--- src/rtl/c7bifu_issue_ctl.sv ---
// c7bifu_issue_ctl: issue sequencer that stalls decode/fetch while LSU, CSR and exception/ertn ops drain
//   clk, resetn               : clock, asynchronous active-low reset
//   inst_vld_d, dec_*_d       : ungated decode valid, class bits, rd and write enable
//   exu_stall, exu_lsu_done,
//   exu_lsu_exc, flush        : EXU stall request, LSU completion (+exception), pipeline flush
//   stall, issue_fire_d       : stall to decode/fetch, instruction accepted this cycle
//   ll_rd, ll_wb_vld          : rd of outstanding LSU op and its one-cycle writeback pulse
//   state_o, wdog_err         : debug state, sticky LSU watchdog timeout
module c7bifu_issue_ctl #(
  parameter int CSR_LAT = 2,
  parameter int WDOG_W  = 8
) (
  input  logic       clk,
  input  logic       resetn,
  input  logic       inst_vld_d,
  input  logic       dec_lsu_d,
  input  logic       dec_csr_d,
  input  logic       dec_ertn_d,
  input  logic       dec_exc_d,
  input  logic [4:0] dec_rd_d,
  input  logic       dec_wen_d,
  input  logic       exu_stall,
  input  logic       exu_lsu_done,
  input  logic       exu_lsu_exc,
  input  logic       flush,
  output logic       stall,
  output logic       issue_fire_d,
  output logic [4:0] ll_rd,
  output logic       ll_wb_vld,
  output logic [2:0] state_o,
  output logic       wdog_err
);
  typedef enum logic [2:0] {IDLE, LSU_BUSY, LSU_KILL, CSR_BUSY, DRAIN} state_t;
  localparam int CW = CSR_LAT > 1 ? $clog2(CSR_LAT) : 1;
  state_t            r_state;
  logic [CW-1:0]     r_cnt;
  logic [WDOG_W-1:0] r_wdog;
  logic [4:0]        r_ll_rd;
  logic              r_wen_q;
  logic              r_wdog_err;
  logic              w_lsu_act;
  assign w_lsu_act    = (r_state == LSU_BUSY) || (r_state == LSU_KILL);
  // stall depends only on registered state, so the decoder's own op never stalls itself
  assign stall        = exu_stall | (r_state != IDLE);
  assign issue_fire_d = inst_vld_d & ~stall & ~flush;
  // a flush arriving with done still completes the op, so writeback only needs LSU_BUSY
  assign ll_wb_vld    = (r_state == LSU_BUSY) & exu_lsu_done & r_wen_q & ~exu_lsu_exc & (r_ll_rd != 5'd0);
  assign ll_rd        = r_ll_rd;
  assign state_o      = r_state;
  assign wdog_err     = r_wdog_err;
  always_ff @(posedge clk or negedge resetn) begin
    if (!resetn) begin
      r_state    <= IDLE;
      r_cnt      <= '0;
      r_wdog     <= '0;
      r_ll_rd    <= '0;
      r_wen_q    <= 1'b0;
      r_wdog_err <= 1'b0;
    end else begin
      if (w_lsu_act && r_wdog != '1) r_wdog <= r_wdog + 1'b1;
      // sets as the counter steps onto all-ones (and stays set once there)
      if (w_lsu_act && r_wdog[WDOG_W-1:1] == '1) r_wdog_err <= 1'b1;
      case (r_state)
        IDLE:
          if (issue_fire_d) begin
            if (dec_exc_d || dec_ertn_d) r_state <= DRAIN;
            else if (dec_lsu_d) begin
              r_state <= LSU_BUSY;
              r_ll_rd <= dec_rd_d;
              r_wen_q <= dec_wen_d;
              r_wdog  <= '0;
            end else if (dec_csr_d) begin
              r_state <= CSR_BUSY;
              r_cnt   <= CW'(CSR_LAT - 1);
            end
          end
        LSU_BUSY: r_state <= exu_lsu_done ? IDLE : flush ? LSU_KILL : LSU_BUSY;
        LSU_KILL: r_state <= exu_lsu_done ? IDLE : LSU_KILL;
        CSR_BUSY: begin
          r_state <= (flush || r_cnt == '0) ? IDLE : CSR_BUSY;
          r_cnt   <= r_cnt - 1'b1;
        end
        DRAIN:    r_state <= flush ? IDLE : DRAIN;
        default:  r_state <= IDLE;
      endcase
    end
  end
endmodule

--- config.mk ---
export PLATFORM = sky130hd
export DESIGN_NAME = c7bifu_issue_ctl
export DESIGN_NICKNAME = d
export VERILOG_FILES = /design/src/rtl/c7bifu_issue_ctl.sv
export SDC_FILE = /design/constraint.sdc
export NUM_CORES = 1
export LEC_CHECK = 0
export BUFFER_PORTS_ARGS = -buffer_cell sky130_fd_sc_hd__buf_4
export CAP_MARGIN = 15
export CORE_MARGIN = 1.5
export CORE_UTILIZATION = 54
export CTS_BUF_LIST = sky130_fd_sc_hd__clkbuf_4 sky130_fd_sc_hd__clkbuf_8
export DETAILED_ROUTE_END_ITERATION = 8
export PLACE_DENSITY = 0.9
export SETUP_SLACK_MARGIN = 0.05
export SYNTH_ARGS = -nofsm -noshare
export SYNTH_HDL_FRONTEND = slang
export SYNTH_SLANG_ARGS = --single-unit
--- constraint.sdc ---
create_clock -name clk -period 2.17 [get_ports clk]
set_input_delay 0.1085 -clock clk [delete_from_list [all_inputs] [get_ports clk]]
set_output_delay 0.1085 -clock clk [all_outputs]
set_load 0.03 [all_outputs]
Word level (Yosys, flattened, before mapping)

Index checks and enable logic that the tools add are counted.

Flip-flop bits (word level): 19
Input port bits: 17
Logic and storage cells: 63

Add/sub/neg operators: 2
Equal/unequal tests: 11
Muxes and demuxes: 20
Bitwise gates (word level): 12
Reductions and logical operators: 12

Operators with widths:

| kind                                          | count |
|---|---|
| two-way mux 8 bit                             | 5 |
| two-way mux 3 bit                             | 5 |
| case mux 3 bit (5 select lines)               | 1 |
| adder 8 x 1 -> 8 bit, second input constant   | 1 |
| two-way mux 2 bit                             | 4 |
| inequality test 2 bit, second input constant  | 4 |
| inequality test 8 bit, second input constant  | 1 |
| == test 7 bit, second input constant          | 1 |
| AND 1 bit                                     | 6 |
| == test 3 x 2 -> 1 bit, second input constant | 2 |
| inverter 1 bit                                | 5 |
| AND reduction 5 bit                           | 1 |
| nonzero test 5 bit                            | 1 |
| two-way mux 1 bit                             | 4 |
| inequality test 4 bit, second input constant  | 1 |
| AND reduction 4 bit                           | 1 |
| == test 3 x 1 -> 1 bit, second input constant | 1 |
| == test 3 bit, second input constant          | 1 |
| zero test 3 bit                               | 1 |
| logical OR 1 bit                              | 3 |
| nonzero test 3 bit                            | 1 |
| logical AND 1 bit                             | 2 |
| case mux 1 bit (2 select lines)               | 1 |
| AND reduction 2 bit                           | 1 |
| 3 further kinds                               | 3 |

Longest topological paths before layout

Gate-level depths: netlist (run 1).

Depth after elaboration: 8
Mapped depth: 7
Gate-level depth less buffers: 5

Worst setup path before layout (run 1)

No wires, ideal clock.

Path kind: reg2reg
From: register r_state[2], in the netlist state_o[2]
To: register r_ll_rd[3], in the netlist ll_rd[3]
Library setup time: 125 ps
Data arrival time: 1,894 ps
Slack: 151 ps
Stages on the path, launching flop included: 8
Buffers on the path: 3
Cell sequence: dfrtp_1 buf_6 or3_4 nor3_4 and3_1 buf_6 buf_12 mux2_4

Cells in the longest elaborated chain, start to end: 6
Elaborated cells on any way between the ends: 7
Those cells by class: 4 x bitwise; 3 x reduce/logical

RTL lines:

| element                                  | RTL line | text |
|---|---|---|
| start, declared                          | 35       | `state_t r_state;` |
| start signal, assigned                   | 77       | `LSU_BUSY: r_state <= exu_lsu_done ? IDLE : flush ? LSU_KILL : LSU_BUSY;` |
| start signal, assigned                   | 78       | `LSU_KILL: r_state <= exu_lsu_done ? IDLE : LSU_KILL;` |
| start signal, assigned                   | 80       | `r_state <= (flush \|\| r_cnt == '0) ? IDLE : CSR_BUSY;` |
| nonzero test 3 bit                       | 44       | `assign stall = exu_stall \| (r_state != IDLE);` |
| OR 1 bit                                 | 44       |  |
| inverter 1 bit                           | 45       | `assign issue_fire_d = inst_vld_d & ~stall & ~flush;` |
| AND 1 bit (2 in series)                  | 45       |  |
| AND reduction 4 bit (no source line) (*) | n/a      |  |
| end signal, assigned                     | 69       | `r_ll_rd <= dec_rd_d;` |
| end, declared                            | 38       | `logic [4:0] r_ll_rd;` |

Every way passes the cells marked *; elsewhere a longest branch is shown, timed or not.
A chain may end at the register's enable or synchronous reset.

Worst setup path after layout (run 1)

From: register r_state[2], in the netlist state_o[2]
To: register r_ll_rd[2], in the netlist ll_rd[2]

The elaborated chain is that of the path after synthesis.

==> impl_results.md, run 1 <==
- Outcome: finished, final reports clean
- Unrepaired setup endpoints after global routing: false
- Quantity of hold-fixing buffers added after cts: 1
- Post-CTS setup-driven buffer insertion count: 0
- Count of vias placed by the detailed router: 976
- H-tree levels: 1
- Final #Nets: 158
- Relative slew slack: 65.2%
- Ys flop type: sky130_fd_sc_hd__dfrtp_1
- Routed wire per std cell: between 10 and 15 microns
- Detailed router's first-iteration violation count: 24
- Count of unique library cells instantiated by Yosys: 35
- Share of the clock period used by the worst path: 89.5%
- Endpoint required time on the critical path: 2.36 ns
- Critical Path AT: 2.13 ns
- Min-delay worst type: in2reg
- Worst slack at placement: 0.248 ns
- Sequential share of the synthesized area: 43.5%
- WHS: 0.0360 ns
- TritonCTS Buffers: 3
- First-pass GRT wire length: between 3000 and 4000 microns
- Critical path class: reg2reg
- Crit Path Max Fanout: 9
- Via/cell ratio: 5.88
- Nature of the critical path endpoint: register
- Minimum setup slack in the final design: 0.228 ns
- Worst Setup Start Kind: register
- Register-to-Register Path Depth: 4
- Slew of the pin with the lowest slew margin: 0.519 ns
- Post-DRT Antenna Nets: 0
- Initial DRT Pass Iterations: 4
- Max Freq: 0.515 GHz
- Antenna diode count: 0
- Peak supply drop: about 650 uV
- Internal portion of total power: between 0.7 and 0.8 mW
- Sequential cell fraction of total power: a little under half
- Avg Cell Area, Syn: slightly above 10 sq um
- Wirelength, routed: 2430 microns
- Number of flip-flops and latches in the synthesized netlist: 19
- Insertion delay to the later sink of the worst-skew pair: 0.29 ns
- Max Clock Skew: 0.00106 ns
- Routability congestion estimate: 0.943
- Initial core utilization: between 50 and 60%
- Area Growth Syn to Fin: 24.0%
- Pwr Density: 898 nW/um^2
- Capturing point of the worst reg2reg path: ll_rd[2]$_DFFE_PN0P_
- Slack of the worst reg-to-reg path: approximately 0.23 ns
- Cell-by-cell listing of the critical path: or3_4, nor3_4, and3_1, mux2_2
- Leading cell type in the layout, fill and taps excluded: sky130_fd_sc_hd__buf_4
- TritonCTS clock tree: done
- Capture point of the worst path: ll_rd[2]$_DFFE_PN0P_
- Number of fill cells in the layout: approximately 120
- Share of final-layout standard cells stronger than drive strength 1: 34.5%
- Fraction of synthesis flops using an asynchronous set or reset pin: 100%
- Switching part of the total: between 30% and 40%
- Syn Nets: 124
- Root Buffer: sky130_fd_sc_hd__clkbuf_4
- Time the final worst path needs with I/O delays and setup: 1.94 ns
- Top-level I/O count: 29
- Peak per-stage delay on the critical path: 0.46 ns
- Timing startpoint of the critical path: state_o[2]$_DFFE_PN0P_
- CTS sink count: 19
- Yosys warnings: 0
- Max Cap Violations: 0
- Mapped Cells: 106
- Slowest-stage cell, CP: sky130_fd_sc_hd__and3_1
- Number of enable-type register cells in the synthesized netlist: 0
- Post-synthesis cell area: between 1000 and 1500 sq um
- Final Hold Fails: 0
- Num rows: 16
- Maximum number of pins on one net before global-route repair: 20
- Clock Path Buffers: 2
- Setup total negative slack: 0 ns
- Horizontal die dimension: approximately 48 microns
- I/O Buffers: 28
- CTS clock-pin slew for the worst setup and hold paths: 0.10 ns
- # setup viols final: 0
- Core region area: between 1500 and 2000 sq um
- Part of the power in combinational logic: 36.8%
- LEAKAGE: slightly above 0.6 nW
- Startpoint of the most critical register-to-register path: state_o[2]$_DFFE_PN0P_
- Power share of the clock group: 15.7%
- Number of antenna violations at the first check in global routing: 0
- Die outline area: 2300 sq um
- Number of gates given a new drive strength after cts: 0
- Post-DP HPWL: 1850 microns
- Chip Height: between 40 and 50 microns
- Switching power summed over all nets: 0.463 mW
- Final global-route overflow total: 0
- Slew Limit Fails: 0
- Leading cell types in the layout, fill and taps excluded: 33 x sky130_fd_sc_hd__buf_4, 19 x sky130_fd_sc_hd__dfrtp_1, 11 x sky130_fd_sc_hd__nor2_1, 6 x sky130_fd_sc_hd__o21ai_0
- GR Util All Layers: 22.6%
- DRC viols: 0
- Number of global-route vias before repair: slightly below 900
[kinds of logic after synthesis]
| kind of cell | after synthesis | share of synthesized area, % |
|---|---|---|
| flip-flops | 19 | 43.5 |
| AO/OA/AOI/OAI | 20 | 11.3 |
| adder cells (fa/ha/maj) | 1 | 1.14 |
| multiplexers | 9 | 10.1 |
| XOR/XNOR | 2 | 1.60 |
| AND/OR/NAND/NOR | 48 | 26.3 |
| buffers and inverters | 7 | 6.06 |
[routing by layer]
metal	wire, microns	GRT usage (%)	up-vias
met5	0	0	-
met4	19	11.9	0
met2	1290	39.2	54
met1	969	26.0	464
li1	-	-	456
met3	149	4.53	2
[layout make-up]
type                       instances  area (sq um)  area share [%]
timing repair buffer              34           258            19.0
multi-input combinational         80           552            40.7
inverter                           2          7.51           0.554
clock buffer                       4          30.0            2.21
sequential                        19           475            35.1
tap                               27          33.8            2.49
[sequential cells by signal, summed over array words and instances (netlist names)]
name      flops
r_wen_q       1
r_wdog        8
ll_rd         5
r_cnt         1
wdog_err      1
state_o       3
[metrics by stage]
step / cell area (sq um) / utilization (%) / cells / power [mW]
after floorplan: 1090 / - / 106 / 0.866
after global placement: 1320 / 67.8 / 161 / 1.00
after detailed placement: 1320 / 67.8 / 161 / 1.03
after CTS: 1360 / 69.8 / 166 / 1.22
after global routing: 1360 / 69.8 / 166 / 1.30
final: 1360 / 69.8 / 166 / 1.22
[worst min-delay path by stage]
stage | cells past startpoint | end | startpoint
after global placement | 1 | r_wen_q$_DFFE_PN0P_ | resetn
after global routing | 2 | ll_rd[3]$_DFFE_PN0P_ | dec_rd_d[3]
after CTS | 2 | ll_rd[1]$_DFFE_PN0P_ | dec_rd_d[1]
after floorplan | 0 | ll_rd[0]$_DFFE_PN0P_ | resetn
final | 2 | ll_rd[4]$_DFFE_PN0P_ | dec_rd_d[4]
after detailed placement | 1 | r_wen_q$_DFFE_PN0P_ | resetn
[power by group through the flow]
stage	Sequential, mW	Combinational [mW]	Clock (mW)
after detailed placement	0.581	0.447	0
after CTS	0.574	0.451	0.197
after global placement	0.576	0.427	0
final	0.578	0.449	0.191
after floorplan	0.616	0.251	0
after global routing	0.600	0.489	0.214
[cells in the mapped netlist (all sizes together) (2+ instances only)]
library cell	number	area share (%)
a21oi	5	2.3
buf	5	5.4
nand2	4	1.4
mux2i	2	1.8
nand4b	2	1.6
a211oi	4	2.7
and3	3	1.7
or4	3	2.1
mux2	7	8.2
inv	2	0.69
dfrtp	19	43
a31oi	3	1.7
o21ai	6	2.7
nor3	6	3.8
nand3b	3	2.1
nand3	4	1.8
nor2b	3	1.7
nor2	11	3.8
xnor2	2	1.6
[critical path, delay by kind of cell, from the launching register on]
family / cells / cell delay (ns)
DFF: 1 / 0.40
and+or+nand+nor: 3 / 1.04
muxes: 1 / 0.39
Power figures use the tool's default switching activity.
==> inputs of run 2 (changes only) <==
==> constraint.sdc (replaced) <==
create_clock -name clk -period 1.94 [get_ports clk]
set_input_delay 0.097 -clock clk [delete_from_list [all_inputs] [get_ports clk]]
set_output_delay 0.097 -clock clk [all_outputs]
set_load 0.03 [all_outputs]
==> run 2 against run 1 <==
Register-to-register slack lost 0.08 ns. Via count shrank 2.4%. Core utilization grew 0.064 points. Largest cell class unchanged. Routed wire length shrank 1.4%. Highest routed layer unchanged. Critical endpoint unchanged. Critical path depth is the same. Global-route usage shrank 0.34 points. Clock skew is essentially flat. Hold slack lost 0.0075 ns. Worst setup slack lost 0.078 ns. Flip-flop and latch count is the same.
==> impl_results.md, run 2 (synthesis results as in run 1) <==
- Outcome: finished, final reports clean (unchanged)
- Endpoint required time on the critical path: 2.13 ns (was 2.36 ns)
- CTS sink count: 19 (unchanged)
- Leading cell types in the layout, fill and taps excluded: 33 x sky130_fd_sc_hd__buf_4, 17 x sky130_fd_sc_hd__dfrtp_1, 11 x sky130_fd_sc_hd__nor2_1, 6 x sky130_fd_sc_hd__o21ai_0 (was 33 x sky130_fd_sc_hd__buf_4, 19 x sky130_fd_sc_hd__dfrtp_1, 11 x sky130_fd_sc_hd__nor2_1, 6 x sky130_fd_sc_hd__o21ai_0)
- H-tree levels: 1 (unchanged)
- DRC viols: 0 (unchanged)
- Min-delay worst type: in2reg (unchanged)
- Number of global-route vias before repair: 820 (was 881)
- Post-DRT Antenna Nets: 0 (unchanged)
- Slew of the pin with the lowest slew margin: 0.551 ns (was 0.519 ns)
- Peak supply drop: 846 uV (was 646 uV)
- Area Growth Syn to Fin: 24.1% (was 24.0%)
- Sequential cell fraction of total power: 48.8% (was 47.5%)
- Time the final worst path needs with I/O delays and setup: 1.79 ns (was 1.94 ns)
- Pwr Density: 991 nW/um^2 (was 898 nW/um^2)
- Share of final-layout standard cells stronger than drive strength 1: 36.7% (was 34.5%)
- TritonCTS clock tree: done (unchanged)
- Hold Startpoint: dec_wen_d (was dec_rd_d[4])
- Slowest-stage cell, CP: sky130_fd_sc_hd__dfrtp_2 (was sky130_fd_sc_hd__and3_1)
- Core region area: 1940 sq um (unchanged)
- Minimum setup slack in the final design: 0.150 ns (was 0.228 ns)
- Root Buffer: sky130_fd_sc_hd__clkbuf_4 (unchanged)
- Flip-flop count of the largest register, all copies and words added: 8 (unchanged)
- Slack of the worst reg-to-reg path: 0.15 ns (was 0.23 ns)
- Insertion delay to the later sink of the worst-skew pair: 0.29 ns (about the same)
- Num rows: 16 (unchanged)
- Register-to-Register Path Depth: 4 (unchanged)
- Startpoint of the most critical register-to-register path: state_o[2]$_DFFE_PN0P_ (unchanged)
- LEAKAGE: 0.618 nW (was 0.623 nW)
- # setup viols final: 0 (unchanged)
- Clock Path Buffers: 2 (unchanged)
- Slew Limit Fails: 0 (unchanged)
- Final #Nets: 158 (unchanged)
- Power share of the clock group: 14.5% (was 15.7%)
- Endpoint, Worst Hold: r_wen_q$_DFFE_PN0P_ (was ll_rd[4]$_DFFE_PN0P_)
- WHS: 0.0285 ns (was 0.0360 ns)
- Reg with most FFs: r_wdog (unchanged)
- Post-CTS setup-driven buffer insertion count: 0 (unchanged)
- Peak per-stage delay on the critical path: 0.42 ns (was 0.46 ns)
- Wirelength, routed: 2400 microns (was 2430 microns)
- I/O Buffers: 28 (unchanged)
- Switching part of the total: 38.5% (was 38.0%)
- Routed wire per std cell: 14.4 microns (was 14.6 microns)
- TritonCTS Buffers: 3 (unchanged)
- Unrepaired setup endpoints after global routing: false (unchanged)
- Top-level I/O count: 29 (unchanged)
- Leading cell type in the layout, fill and taps excluded: sky130_fd_sc_hd__buf_4 (unchanged)
- Die outline area: 2300 sq um (unchanged)
- Initial core utilization: 56.3% (unchanged)
- Worst Setup Start Kind: register (unchanged)
- Maximum number of pins on one net before global-route repair: 20 (unchanged)
- Share of the clock period used by the worst path: 92.3% (was 89.5%)
- Cell count of the worst hold path: 2 (unchanged)
- Final global-route overflow total: 0 (unchanged)
- Antenna diode count: 0 (unchanged)
- Final Hold Fails: 0 (unchanged)
- Relative slew slack: 63.0% (was 65.2%)
- Capturing point of the worst reg2reg path: ll_rd[2]$_DFFE_PN0P_ (unchanged)
- Horizontal die dimension: 48 microns (unchanged)
- Max Cap Violations: 0 (unchanged)
- Critical path class: reg2reg (unchanged)
- Routability congestion estimate: 0.838 (was 0.943)
- Worst slack at placement: 0.0460 ns (was 0.248 ns)
- Critical Path AT: 1.98 ns (was 2.13 ns)
- Post-DP HPWL: 1860 microns (was 1850 microns)
- Detailed router's first-iteration violation count: 22 (was 24)
- Part of the power in combinational logic: 36.7% (was 36.8%)
- First-pass GRT wire length: 3450 microns (was 3550 microns)
- Via/cell ratio: 5.74 (was 5.88)
- Chip Height: 48 microns (unchanged)
- GR Util All Layers: 22.2% (was 22.6%)
- Initial DRT Pass Iterations: 4 (unchanged)
- CTS clock-pin slew for the worst setup and hold paths: 0.10 ns (about the same)
- Number of antenna violations at the first check in global routing: 0 (unchanged)
- Crit Path Max Fanout: 7 (was 9)
- Internal portion of total power: 0.828 mW (was 0.755 mW)
- Max Clock Skew: 0.000682 ns (was 0.00106 ns)
- Switching power summed over all nets: 0.518 mW (was 0.463 mW)
- Cell-by-cell listing of the critical path: or3_4, nor3_4, and3_2, mux2_2 (was or3_4, nor3_4, and3_1, mux2_2)
- Nature of the critical path endpoint: register (unchanged)
- Max Freq: 0.559 GHz (was 0.515 GHz)
- Count of vias placed by the detailed router: 953 (was 976)
run 2: changes by cell type in the layout (fill, tap and decap cells not counted), sizes merged:
cell | before | now
clkinv | 0 | 1
clkbuf | 4 | 3
run 2: power groups by stage:
stage	combinational, mW	clock [mW]	sequential (mW)
after global routing	0.549	0.209	0.671
after global placement	0.471	0	0.646
final	0.494	0.195	0.656
after detailed placement	0.494	0	0.658
after CTS	0.495	0.196	0.653
after floorplan	0.280	0	0.689
run 2: metrics by stage:
step / instance area, sq um / std cells / utilization (%) / setup TNS, ns / power, mW
2_1_floorplan: 1100 / 106 / - / -0.0916 / 0.970
3_3_place_gp: 1320 / 161 / 67.9 / 0 / 1.12
3_5_place_dp: 1320 / 161 / 67.9 / 0 / 1.15
4_1_cts: 1360 / 166 / 69.9 / 0 / 1.34
5_1_grt: 1360 / 166 / 69.9 / 0 / 1.43
6_report: 1360 / 166 / 69.9 / 0 / 1.35
run 2: timing repair:
| item | 4_1_cts | 5_1_grt |
|---|---|---|
| endpoints found under the hold margin | 19 | 0 |
| hold buffers | 1 | 0 |
| setup endpoints to repair | 3 | 0 |
| resized for setup | 1 | 0 |
run 2: worst max-delay path by stage:
stage                                start              endpoint  slack (ns)  depth (start not counted)
CTS                 state_o[2]$_DFFE_PN0P_  ll_rd[2]$_DFFE_PN0P_        0.14                          4
detailed placement  state_o[2]$_DFFE_PN0P_  ll_rd[2]$_DFFE_PN0P_        0.05                          4
finish              state_o[2]$_DFFE_PN0P_  ll_rd[2]$_DFFE_PN0P_        0.15                          4
floorplan           state_o[2]$_DFFE_PN0P_  ll_rd[3]$_DFFE_PN0P_       -0.03                          7
global route        state_o[2]$_DFFE_PN0P_  ll_rd[1]$_DFFE_PN0P_        0.09                          4
global placement    state_o[2]$_DFFE_PN0P_  ll_rd[2]$_DFFE_PN0P_        0.11                          4
run 2: area by class of cell:
cell class,instances,area [sq um]
Timing Repair Buffer,34,258
Tap cell,27,33.8
Clock buffer,3,22.5
Multi-Input combinational cell,80,553
Fill cell,150,584
Sequential cell,19,478
Inverter,2,7.51
Clock inverter,1,5.00
run 2: metal layers:
| layer | part of all wire (%) | global-route usage (%) | up-vias |
|---|---|---|---|
| met5 | 0 | 0 | - |
| met4 | 1.9 | 10.3 | 0 |
| met3 | 3.9 | 4.15 | 8 |
| met2 | 50 | 37.6 | 24 |
| met1 | 44 | 27.5 | 465 |
| li1 | - | - | 456 |
run 2: critical path: cells and delay by family (launching register included):
kind             cells  cell delay [ns]
and+or+nand+nor      3             0.91
muxes                1             0.36
DFF                  1             0.42
==> inputs of run 3 (changes only) <==
--- a/config.mk
+++ b/config.mk
@@ -5,13 +5,14 @@
 export SDC_FILE = /design/constraint.sdc
 export NUM_CORES = 1
 export LEC_CHECK = 0
-export BUFFER_PORTS_ARGS = -buffer_cell sky130_fd_sc_hd__buf_4
+export ABC_AREA = 1
 export CAP_MARGIN = 15
 export CORE_MARGIN = 1.5
-export CORE_UTILIZATION = 54
+export CORE_UTILIZATION = 55
 export CTS_BUF_LIST = sky130_fd_sc_hd__clkbuf_4 sky130_fd_sc_hd__clkbuf_8
 export DETAILED_ROUTE_END_ITERATION = 8
-export PLACE_DENSITY = 0.9
+export DONT_BUFFER_PORTS = 1
+export PLACE_DENSITY = 0.78
 export SETUP_SLACK_MARGIN = 0.05
 export SYNTH_ARGS = -nofsm -noshare
 export SYNTH_HDL_FRONTEND = slang
==> run 3 against run 2 <==
Worst setup slack better by 0.049 ns. Largest cell class unchanged. Clock-buffer cell count rose by 1. Total power up 11%. Clock power increased by 10%. Combinational power grew 12%. Via count decreased by 0.42%. Maximum frequency increased by 2.8%. Global-route usage shrank 1.1 points. Die area is 3.4% higher. Routed wire length is 11% lower. Non-clock buffer count fell by 22. Cell count increased by 14%.
==> impl_results.md, run 3 <==
- CTS clock-pin slew for the worst setup and hold paths: 0.11 ns (was 0.10 ns)
- Number of cells in the finished layout apart from fillers: 189 (was 166)
- Slowest-stage cell, CP: sky130_fd_sc_hd__dfrtp_2 (unchanged)
- Routability congestion estimate: 0.852 (was 0.838)
- Nature of the critical path endpoint: output port (was register)
- Cell-by-cell listing of the critical path: inv_2, nand3_1, nor2_1, nand2_1, a211oi_1, buf_4 (was or3_4, nor3_4, and3_2, mux2_2)
- Initial DRT Pass Iterations: 4 (unchanged)
- Area of placed instances: 1200 sq um (was 1320 sq um)
- Maximum number of pins on one net before global-route repair: 20 (unchanged)
- Reg with most FFs: r_wdog (unchanged)
- Share of final-layout standard cells stronger than drive strength 1: 21.0% (was 36.7%)
- Peak per-stage delay on the critical path: 0.52 ns (was 0.42 ns)
- Post-DRT Antenna Nets: 0 (unchanged)
- Post-synthesis cell area: 1150 sq um (was 1090 sq um)
- Outcome: finished, final reports clean (unchanged)
- GR Util All Layers: 21.1% (was 22.2%)
- Crit Path Max Fanout: 4 (was 7)
- Unrepaired setup endpoints after global routing: false (unchanged)
- H-tree levels: 1 (unchanged)
- Die outline area: 2380 sq um (was 2300 sq um)
- Number of global-route vias before repair: 883 (was 820)
- Endpoint, Worst Hold: r_wdog[3]$_DFF_PN0_ (was r_wen_q$_DFFE_PN0P_)
- Min-delay worst type: in2reg (unchanged)
- Initial core utilization: 58.9% (was 56.3%)
- Wirelength, routed: 2130 microns (was 2400 microns)
- Top post-synthesis cells by area: sky130_fd_sc_hd__dfrtp_1 41%, sky130_fd_sc_hd__nand2_1 12%, sky130_fd_sc_hd__inv_1 7.2% (was sky130_fd_sc_hd__dfrtp_1 43%, sky130_fd_sc_hd__mux2_2 4.1%, sky130_fd_sc_hd__mux2_4 4.1%)
- Num rows: 16 (unchanged)
- Startpoint of the most critical register-to-register path: state_o[2]$_DFFE_PN0P_ (unchanged)
- Sequential share of the synthesized area: 41.2% (was 43.5%)
- Most Used Layer, Global Route: met2 (unchanged)
- Final #Nets: 181 (was 158)
- Antenna diode count: 0 (unchanged)
- DRC viols: 0 (unchanged)
- Leading cell types in the layout, fill and taps excluded: 36 x sky130_fd_sc_hd__nand2_1, 21 x sky130_fd_sc_hd__inv_1, 18 x sky130_fd_sc_hd__dfrtp_1, 11 x sky130_fd_sc_hd__nand3_1, 11 x sky130_fd_sc_hd__nor2_1 (was 33 x sky130_fd_sc_hd__buf_4, 17 x sky130_fd_sc_hd__dfrtp_1, 11 x sky130_fd_sc_hd__nor2_1, 6 x sky130_fd_sc_hd__o21ai_0)
- Slew of the pin with the lowest slew margin: 0.839 ns (was 0.551 ns)
- Area Growth Syn to Fin: 14.4% (was 24.1%)
- Pwr Density: 1130 nW/um^2 (was 991 nW/um^2)
- Clock Path Buffers: 2 (unchanged)
- Critical path class: reg2out (was reg2reg)
- Final global-route overflow total: 0 (unchanged)
- Fraction of synthesis flops using an asynchronous set or reset pin: 100% (unchanged)
- Chip Height: 48.8 microns (was 48 microns)
- Ys flop type: sky130_fd_sc_hd__dfrtp_1 (unchanged)
- Worst Setup Start Kind: register (unchanged)
- Syn Nets: 165 (was 124)
- Post-CTS setup-driven buffer insertion count: 0 (unchanged)
- Met3 demand-to-capacity share in global routing: 5.83% (was 4.15%)
- Top-level I/O count: 29 (unchanged)
- Mapped Cells: 147 (was 106)
- Relative slew slack: 43.9% (was 63.0%)
- Worst slack at placement: 0.340 ns (was 0.0460 ns)
- Root Buffer: sky130_fd_sc_hd__clkbuf_4 (unchanged)
- Flip-flop count of the largest register, all copies and words added: 8 (unchanged)
- Horizontal die dimension: 48.8 microns (was 48 microns)
- Max Clock Skew: 0.00632 ns (was 0.000682 ns)
- GRT met2 Usage: 32.6% (was 37.6%)
- Critical Path AT: 1.64 ns (was 1.98 ns)
- Max Freq: 0.574 GHz (was 0.559 GHz)
- Most frequent cells after synthesis: 36 x sky130_fd_sc_hd__nand2_1, 22 x sky130_fd_sc_hd__inv_1, 19 x sky130_fd_sc_hd__dfrtp_1, 11 x sky130_fd_sc_hd__nand3_1, 11 x sky130_fd_sc_hd__nor2_1 (was 19 x sky130_fd_sc_hd__dfrtp_1, 11 x sky130_fd_sc_hd__nor2_1, 6 x sky130_fd_sc_hd__o21ai_0, 5 x sky130_fd_sc_hd__a21oi_1, 5 x sky130_fd_sc_hd__nor3_1)
- Number of enable-type register cells in the synthesized netlist: 0 (unchanged)
- Number of fill cells in the layout: 180 (was 150)
- Number of antenna violations at the first check in global routing: 0 (unchanged)
- # setup viols final: 0 (unchanged)
- Time the final worst path needs with I/O delays and setup: 1.74 ns (was 1.79 ns)
- Detailed router's first-iteration violation count: 5 (was 22)
- Register area: 477 sq um (was 478 sq um)
- TritonCTS clock tree: done (unchanged)
- WHS: 0.0226 ns (was 0.0285 ns)
- LEAKAGE: 0.693 nW (was 0.618 nW)
- Post-DP HPWL: 1590 microns (was 1860 microns)
- Via/cell ratio: 5.02 (was 5.74)
- Post-Layout Inst Area: 1320 sq um (was 1360 sq um)
- Count of unique library cells instantiated by Yosys: 28 (was 35)
- Cell count of the worst hold path: 3 (was 2)
- Share of the clock period used by the worst path: 89.7% (was 92.3%)
- Count of vias placed by the detailed router: 949 (was 953)
- Core region area: 1960 sq um (was 1940 sq um)
- Slack of the worst reg-to-reg path: 0.40 ns (was 0.15 ns)
- Endpoint required time on the critical path: 1.84 ns (was 2.13 ns)
- Footprint of the multi-input gates: 572 sq um (was 553 sq um)
- Yosys warnings: 0 (unchanged)
- First-pass GRT wire length: 3880 microns (was 3450 microns)
- Final Hold Fails: 0 (unchanged)
- Insertion delay to the later sink of the worst-skew pair: 0.30 ns (was 0.29 ns)
- Max Cap Violations: 0 (unchanged)
- Avg Cell Area, Syn: 7.86 sq um (was 10.3 sq um)
- Slew Limit Fails: 0 (unchanged)
- Global routing usage on met1: 27.2% (was 27.5%)
- Hold Startpoint: dec_lsu_d (was dec_wen_d)
- Peak supply drop: 633 uV (was 846 uV)
- Register-to-Register Path Depth: 6 (was 4)
- Area share of the leading cell type in the synthesized netlist: 41.2% (was 43.5%)
- I/O Buffers: 0 (was 28)
- CTS sink count: 19 (unchanged)
- Cell type contributing the most total cell area after synthesis: sky130_fd_sc_hd__dfrtp_1 (unchanged)
- Most numerous cell in the Yosys netlist: sky130_fd_sc_hd__nand2_1 (was sky130_fd_sc_hd__dfrtp_1)
- Capturing point of the worst reg2reg path: ll_rd[1]$_DFFE_PN0P_ (was ll_rd[2]$_DFFE_PN0P_)
- Number of flip-flops and latches in the synthesized netlist: 19 (unchanged)
- TritonCTS Buffers: 3 (unchanged)
- Routed wire per std cell: 11.2 microns (was 14.4 microns)
- Setup total negative slack: 0 ns (unchanged)
- Placed Cells: 176 (was 161)
- Minimum setup slack in the final design: 0.199 ns (was 0.150 ns)
- Leading cell type in the layout, fill and taps excluded: sky130_fd_sc_hd__nand2_1 (was sky130_fd_sc_hd__buf_4)
[run 3: final cells by class]
| class | count | share of cell area (%) |
|---|---|---|
| clock buffers | 4 | 2.27 |
| inverters | 25 | 7.29 |
| multi-input cells | 102 | 43.3 |
| flip-flops and latches | 19 | 36.1 |
| well taps | 27 | 2.56 |
| repair buffers | 12 | 8.52 |
[run 3: worst max-delay path: cells and delay by family (launching register included)]
kind / cells / cell delay, ns
AO/OA/AOI/OAI: 1 / 0.18
buffers and inverters: 2 / 0.32
flip-flops: 1 / 0.52
AND/OR/NAND/NOR: 3 / 0.33
[run 3: through the flow]
stage | total power [mW] | util [%]
6_report | 1.50 | 67.3
5_1_grt | 1.64 | 67.3
4_1_cts | 1.50 | 67.3
3_5_place_dp | 1.27 | 61.2
3_3_place_gp | 1.24 | 61.2
2_1_floorplan | 1.16 | -
[run 3: cell families (layout without fill, tap and decap cells)]
kind of cell | after synthesis | after routing | share of synthesized area (%)
fa+ha+maj | 1 | 1 | 1.08
xor+xnor | 2 | 2 | 1.52
flops | 19 | 19 | 41.2
compound gates | 21 | 21 | 12.1
buf+inv | 26 | 41 | 9.32
simple gates | 78 | 78 | 34.8
[run 3: metal layers]
layer	part of all wire [%]	up-vias
li1	-	494
met1	46	425
met2	48	25
met3	4.5	5
met4	2.0	0
met5	0	-
[run 3: worst max path at each step]
| stage | start | end | slack (ns) | cells after the start |
|---|---|---|---|---|
| finish | state_o[2]$_DFFE_PN0P_ | ll_wb_vld | 0.20 | 6 |
| global route | state_o[2]$_DFFE_PN0P_ | ll_wb_vld | 0.08 | 6 |
| CTS | state_o[2]$_DFFE_PN0P_ | ll_wb_vld | 0.08 | 6 |
| detailed placement | state_o[2]$_DFFE_PN0P_ | ll_rd[0]$_DFFE_PN0P_ | 0.34 | 6 |
| global placement | state_o[2]$_DFFE_PN0P_ | ll_rd[1]$_DFFE_PN0P_ | 0.39 | 6 |
| floorplan | state_o[2]$_DFFE_PN0P_ | ll_wb_vld | 0.16 | 5 |
[run 3: report_power, final]
group / total (mW) / switching, mW / internal [mW] / leakage (nW)
Combinational: 0.555 / 0.343 / 0.212 / 0.429
Clock: 0.215 / 0.121 / 0.0941 / 0.0184
Sequential: 0.728 / 0.201 / 0.526 / 0.246
[run 3: repair_timing]
action,in CTS,in global routing
endpoints found under the hold margin,27,0
hold buffers,9,0
gates resized for setup,0,2
endpoints found under the setup margin,0,1
